### config.mk
export PLATFORM = sky130hd
export DESIGN_NAME = eviction_writeback_buffer
export DESIGN_NICKNAME = d
export VERILOG_FILES = /design/src/rtl/lc3b_types.sv /design/src/rtl/array_fully_associative.sv /design/src/rtl/eviction_writeback_buffer.sv
export SDC_FILE = /design/constraint.sdc
export NUM_CORES = 2
export LEC_CHECK = 0
export CAP_MARGIN = 10
export CORE_MARGIN = 10
export CORE_UTILIZATION = 55
export DETAILED_ROUTE_END_ITERATION = 10
export HOLD_SLACK_MARGIN = 0.02
export PLACE_DENSITY = 0.75
export SYNTH_ARGS = -nofsm -noshare
export SYNTH_HDL_FRONTEND = slang
export SYNTH_SLANG_ARGS = --single-unit
### constraint.sdc
create_clock -name clk -period 22.4 [get_ports clk]
set_input_delay 2.24 -clock clk [delete_from_list [all_inputs] [get_ports clk]]
set_output_delay 2.24 -clock clk [all_outputs]
set_load 0.03 [all_outputs]
### src/rtl/lc3b_types.sv
// Shared cache types for the LC-3b memory hierarchy, including the
// write-back buffer entry and its drain FSM states.
package lc3b_types;

  typedef logic [11:0]  lc3b_c_tag;
  typedef logic [127:0] lc3b_c_line;

  typedef struct packed {
    lc3b_c_tag  tag;
    lc3b_c_line data;
  } lc3b_wb_entry;

  typedef enum logic {
    WB_IDLE,
    WB_WRITE
  } lc3b_wb_state;

  localparam int WB_ENTRY_W = $bits(lc3b_wb_entry);

endpackage

### src/rtl/array_fully_associative.sv
// Unreset storage array with one indexed write port and every slot visible
// at once, so callers can search all entries in parallel.
module array_fully_associative #(
  parameter int size  = 8,
  parameter int width = 140
) (
  input  logic                         clk,
  input  logic                         load,
  input  logic [$clog2(size)-1:0]      index,
  input  logic [width-1:0]             datain,
  output logic [size-1:0][width-1:0]   dataout
);

  logic [size-1:0][width-1:0] data;

  always_ff @(posedge clk) begin
    if (load) begin
      data[index] <= datain;
    end
  end

  assign dataout = data;

endmodule

### src/rtl/eviction_writeback_buffer.sv
// FIFO of dirty L1 victims drained to physical memory one line at a time,
// with a combinational lookup so misses can hit on not-yet-written lines.
module eviction_writeback_buffer
  import lc3b_types::*;
#(
  parameter int DEPTH = 8,
  parameter int PTR_W = $clog2(DEPTH)
) (
  input  logic          clk,
  input  logic          reset_n,
  input  logic          evict_valid,
  input  logic [15:0]   evict_addr,
  input  logic [127:0]  evict_data,
  output logic          evict_ready,
  input  logic [15:0]   lookup_addr,
  output logic          lookup_hit,
  output logic [127:0]  lookup_data,
  output logic [15:0]   pmem_address,
  output logic [127:0]  pmem_wdata,
  output logic          pmem_write,
  input  logic          pmem_resp,
  output logic          empty,
  output logic          full
);

  typedef struct packed {
    logic             hit;
    logic [PTR_W-1:0] idx;
  } match_t;

  lc3b_wb_state state, state_next;
  logic [PTR_W-1:0] head, tail;
  logic [PTR_W:0]   count;
  logic [DEPTH-1:0] valid;
  logic [DEPTH-1:0] merge_live;
  logic [DEPTH-1:0][WB_ENTRY_W-1:0] slots;

  match_t       merge_m, lookup_m;
  lc3b_wb_entry store_entry, head_entry, lookup_entry;
  logic [PTR_W-1:0] store_index;
  logic accept, do_merge, alloc, pop;
  logic unused_addr_bits;

  // Walks slots oldest-to-youngest from head so the last match is the youngest.
  function automatic match_t find_line(
    input lc3b_c_tag                          tag,
    input logic [DEPTH-1:0]                   live,
    input logic [DEPTH-1:0][WB_ENTRY_W-1:0]   entries,
    input logic [PTR_W-1:0]                   start
  );
    match_t           m;
    logic [PTR_W-1:0] slot;
    lc3b_wb_entry     e;
    m = '0;
    for (int i = 0; i < DEPTH; i++) begin
      slot = start + PTR_W'(i);
      e    = lc3b_wb_entry'(entries[slot]);
      if (live[slot] && e.tag == tag) begin
        m.hit = 1'b1;
        m.idx = slot;
      end
    end
    return m;
  endfunction

  assign unused_addr_bits = ^{evict_addr[3:0], lookup_addr[3:0]};

  assign full        = (count == (PTR_W+1)'(DEPTH));
  assign empty       = (count == '0);
  assign evict_ready = !full;

  // The in-flight head must not be merged into, or pmem_wdata would change mid-write.
  always_comb begin
    merge_live = valid;
    if (state == WB_WRITE) begin
      merge_live[head] = 1'b0;
    end
  end

  assign merge_m  = find_line(evict_addr[15:4], merge_live, slots, head);
  assign lookup_m = find_line(lookup_addr[15:4], valid, slots, head);

  assign accept      = evict_valid && evict_ready;
  assign do_merge    = accept && merge_m.hit;
  assign alloc       = accept && !merge_m.hit;
  assign pop         = (state == WB_WRITE) && pmem_resp;
  assign store_index = do_merge ? merge_m.idx : tail;
  assign store_entry = '{tag: evict_addr[15:4], data: evict_data};

  array_fully_associative #(
    .size  (DEPTH),
    .width (WB_ENTRY_W)
  ) storage (
    .clk     (clk),
    .load    (accept),
    .index   (store_index),
    .datain  (store_entry),
    .dataout (slots)
  );

  assign lookup_entry = lc3b_wb_entry'(slots[lookup_m.idx]);
  assign lookup_hit   = lookup_m.hit;
  assign lookup_data  = lookup_m.hit ? lookup_entry.data : '0;

  always_ff @(posedge clk) begin
    if (!reset_n) begin
      head  <= '0;
      tail  <= '0;
      count <= '0;
      valid <= '0;
    end else begin
      if (pop) begin
        valid[head] <= 1'b0;
        head        <= head + 1'b1;
      end
      if (alloc) begin
        valid[tail] <= 1'b1;
        tail        <= tail + 1'b1;
      end
      if (alloc && !pop) begin
        count <= count + 1'b1;
      end else if (pop && !alloc) begin
        count <= count - 1'b1;
      end
    end
  end

  always_ff @(posedge clk) begin
    if (!reset_n) begin
      state <= WB_IDLE;
    end else begin
      state <= state_next;
    end
  end

  // One idle bubble separates consecutive write-backs.
  always_comb begin
    state_next = state;
    case (state)
      WB_IDLE:  if (count != '0) state_next = WB_WRITE;
      WB_WRITE: if (pmem_resp)   state_next = WB_IDLE;
      default:  state_next = WB_IDLE;
    endcase
  end

  always_comb begin
    head_entry   = lc3b_wb_entry'(slots[head]);
    pmem_write   = (state == WB_WRITE);
    pmem_address = {head_entry.tag, 4'b0000};
    pmem_wdata   = head_entry.data;
  end

endmodule

==> impl_metrics.env <==
export IMPL_grtUsageTotal_pct=27.5
export IMPL_synth_cell_types=87
export IMPL_endpoint_kind="output pin"
export IMPL_max_freq_mhz=72.9
export IMPL_nets=4611
export IMPL_pwr_share_seq_pct=41.3
export IMPL_cts_buffer_depth=3
export IMPL_gr_total_overflow=0
export IMPL_ctsResizeCount=0
export IMPL_routedWlPerCell_um=29.2
export IMPL_start_util_pct=55.4
export IMPL_drt_initial_drc_count=4028
export IMPL_synth_largest_area_cell="edfxtp_1"
export IMPL_num_rows=122
export IMPL_crit_type="flip-flop to output pin"
export IMPL_synth_edf_count=1120
export IMPL_crit_path_start_kind="flip-flop"
export IMPL_insertion_delay_ps=730
export IMPL_fill_cells=7931
export IMPL_grt_pass1_wl_mm=260
export IMPL_vias=38900
export IMPL_ys_async_sr_fraction_pct=0
export IMPL_p_leak_nw=23.5
export IMPL_synth_top_area_share_pct=54.7
export IMPL_coreArea_um2=111000
export IMPL_synth_main_ff_cell="edfxtp_1"
export IMPL_dp_slack_ps=9350
export IMPL_synth_seq_cells=1139
export IMPL_final_setup_viol_count=0
export IMPL_synth_most_common_cell="edfxtp_1"
export IMPL_fin_skew_ps=46.5
export IMPL_wl_mm=176
export IMPL_hold_buffers=0
export IMPL_cp_arrival_ps=11480
export IMPL_die_area_um2=125000
export IMPL_finalHoldViolCount=0
export IMPL_period_minus_slack_ps=13720
export IMPL_die_y_um=354
export IMPL_final_cells=6033
export IMPL_post_route_drc_count=0
export IMPL_p_total_mw=6.13
export IMPL_first_pass_iters=6
export IMPL_postCtsSetupRepairBufs=0
export IMPL_cts_clk_slew_worst_paths_ps=60
export IMPL_setup_tns_ps=0
export IMPL_antenna_found_initial=29
export IMPL_syn_inst=4107
export IMPL_maxCapViolations=0
export IMPL_wl_met3_mm=15.9
export IMPL_path_cells="inv_1 > ha_2 > buf_4 > mux4_2 > mux2i_1 > xnor2_1 > or4b_1 > and4b_1 > a21oi_1 > a221o_1 > a221oi_4 > buf_4 > buf_4 > buf_4 > buf_4 > mux2_2 > nand3_1 > o221ai_2 > clkdlybuf4s50_1"
export IMPL_cts_sinks=1139
export IMPL_cts_tree="done"
export IMPL_worstPathRequired_ps=20160
export IMPL_rsz0062_at_grt="false"
export IMPL_final_cell_area_um2=70700
export IMPL_area_delta_synth_final_pct=15.1
export IMPL_irDropWorstVdd_mv=0.111
export IMPL_switching_share_pct=29.9
export IMPL_multi_input_area_um2=24100
export IMPL_ant_nets=0
export IMPL_status="complete, no violations"
export IMPL_grt_pass1_vias=39300
export IMPL_cp_max_fo=60
export IMPL_drive_gt1_share_pct=22.3
export IMPL_gp_congestion=0.983
export IMPL_hold_worst_slack_ps=519
export IMPL_cp_common_cell="buf_4"
export IMPL_slew_viol_final=0
export IMPL_wl_met2_mm=86.4
export IMPL_fin_crit_sh_pct=61.2
export IMPL_pwr_density_cell_nw_per_um2=86.6
export IMPL_worstMarginPinSlew_ps=1220
export IMPL_root_buffer="clkbuf_16"
export IMPL_final_seq_area_um2=34000
export IMPL_wl_met1_mm=67.0
export IMPL_placed_area_um2=66900
export IMPL_die_w_um=354
export IMPL_critPathMaxStageDelay_ps=970
export IMPL_syn_area_um2=61500
export IMPL_timing_final_ws_setup_ps=8680
export IMPL_ys_top_cells_by_area="edfxtp_1, mux4_2, mux2i_1, inv_1, mux2_2"
export IMPL_hold_path_class="flip-flop to flip-flop"
export IMPL_viasPerCell=6.45
export IMPL_port_buffers=428
export IMPL_clkPwrFrac_pct=31.5
export IMPL_utilization_pct=63.8
export IMPL_combinationalPowerShare_pct=27.3
export IMPL_place_inst=5806
export IMPL_slowest_stage="dfxtp_4"
export IMPL_numCtsBuffers=116
export IMPL_yosysWarnings=0
export IMPL_relSlewSlack_pct=17.7
export IMPL_grt_max_degree=129
export IMPL_yosys_top_cells_count="edfxtp_1, inv_1, mux4_2, mux2i_1, nand2_1"
export IMPL_dp_hpwl_mm=106
export IMPL_p_int_mw=4.30
export IMPL_avgSynthCellArea_um2=15.0
export IMPL_ys_seq_area_share_pct=55.3
export IMPL_io_pins=441
export IMPL_htree_levels=3
export IMPL_maxUsedRoutingLayer="met5"
export IMPL_switchingPower_mw=1.83
## critical path, delay by kind of cell (launching register included)
kind,cells,cell delay (ps)
XOR/XNOR,1,200
buffers and inverters,7,5060
flip-flops,1,970
AND/OR/NAND/NOR,3,1050
multiplexers,3,1520
AO/OA/AOI/OAI,4,900
adder cells (fa/ha/maj),1,870
## power by group through the flow
stage / Clock [mW] / Sequential [mW] / Combinational (mW)
global route: 2.04 / 2.54 / 1.76
detailed placement: 0 / 2.57 / 1.66
floorplan: 0 / 2.60 / 1.12
CTS: 1.96 / 2.53 / 1.67
finish: 1.93 / 2.53 / 1.67
global placement: 0 / 2.57 / 1.64
## worst paths after layout
| check | from | to | slack (ps) | depth (start not counted) |
|---|---|---|---|---|
| max | head[1]$_SDFFE_PN0P_ | lookup_data[80] | 8680 | 19 |
| min | count[3]$_SDFFE_PN0P_ | count[3]$_SDFFE_PN0P_ | 520 | 2 |
| max reg2reg | head[1]$_SDFFE_PN0P_ | storage.dataout[574]$_DFFE_PP_ | 12200 | 17 |
| min reg2reg | count[3]$_SDFFE_PN0P_ | count[3]$_SDFFE_PN0P_ | 520 | 2 |
## state kept, by name (all words and copies together) (netlist names)
name and cells:
count 4, head 3, pmem_write 1, storage.dataout 1120, tail 3, valid 8
## logic make-up (layout without fill, tap and decap cells)
logic type,after synthesis,count (layout),share of synthesized area (%)
compound gates,455,455,6.07
mux,927,927,25.5
flops,1139,1139,55.3
xor+xnor,180,180,2.61
simple gates,563,563,4.57
fa+ha+maj,11,11,0.236
other cells,1,19,0.00610
buf+inv,831,1251,5.70
## metal layers
metal  vias up  global-route usage [%]
met5         -                       0
met4        24                    11.1
met3       330                    6.07
met2      1788                    44.8
met1     20100                    36.0
li1      16600                       -
## final cells by class
type | instances | share of cell area [%]
Antenna cell | 15 | 0.0531
Clock buffer | 146 | 4.29
Clock inverter | 66 | 1.06
Inverter | 543 | 2.88
Multi-Input combinational cell | 2140 | 34.0
Sequential cell | 1139 | 48.1
Tap cell | 1488 | 2.63
Timing Repair Buffer | 496 | 6.94
## cell usage in the layout, fill, tap and decap left out, drive strengths merged, types with 10 or more instances in the layout
cell	instances
ha	10
mux4	491
buf	68
o221ai	134
clkinv	46
o211ai	12
nand2b	12
clkbuf	146
mux2	163
a21oi	41
mux2i	273
xor2	75
o21ai	158
nor4	26
inv	543
dfxtp	19
clkdlybuf4s50	428
nor3	28
or3	10
nor2b	18
and2	14
diode	15
nand3	160
nand4	27
edfxtp	1120
bufinv	14
nor2	31
o22ai	20
nand2	193
xnor2	105
a22oi	11
No activity file was read; power rests on OpenSTA's default activity.
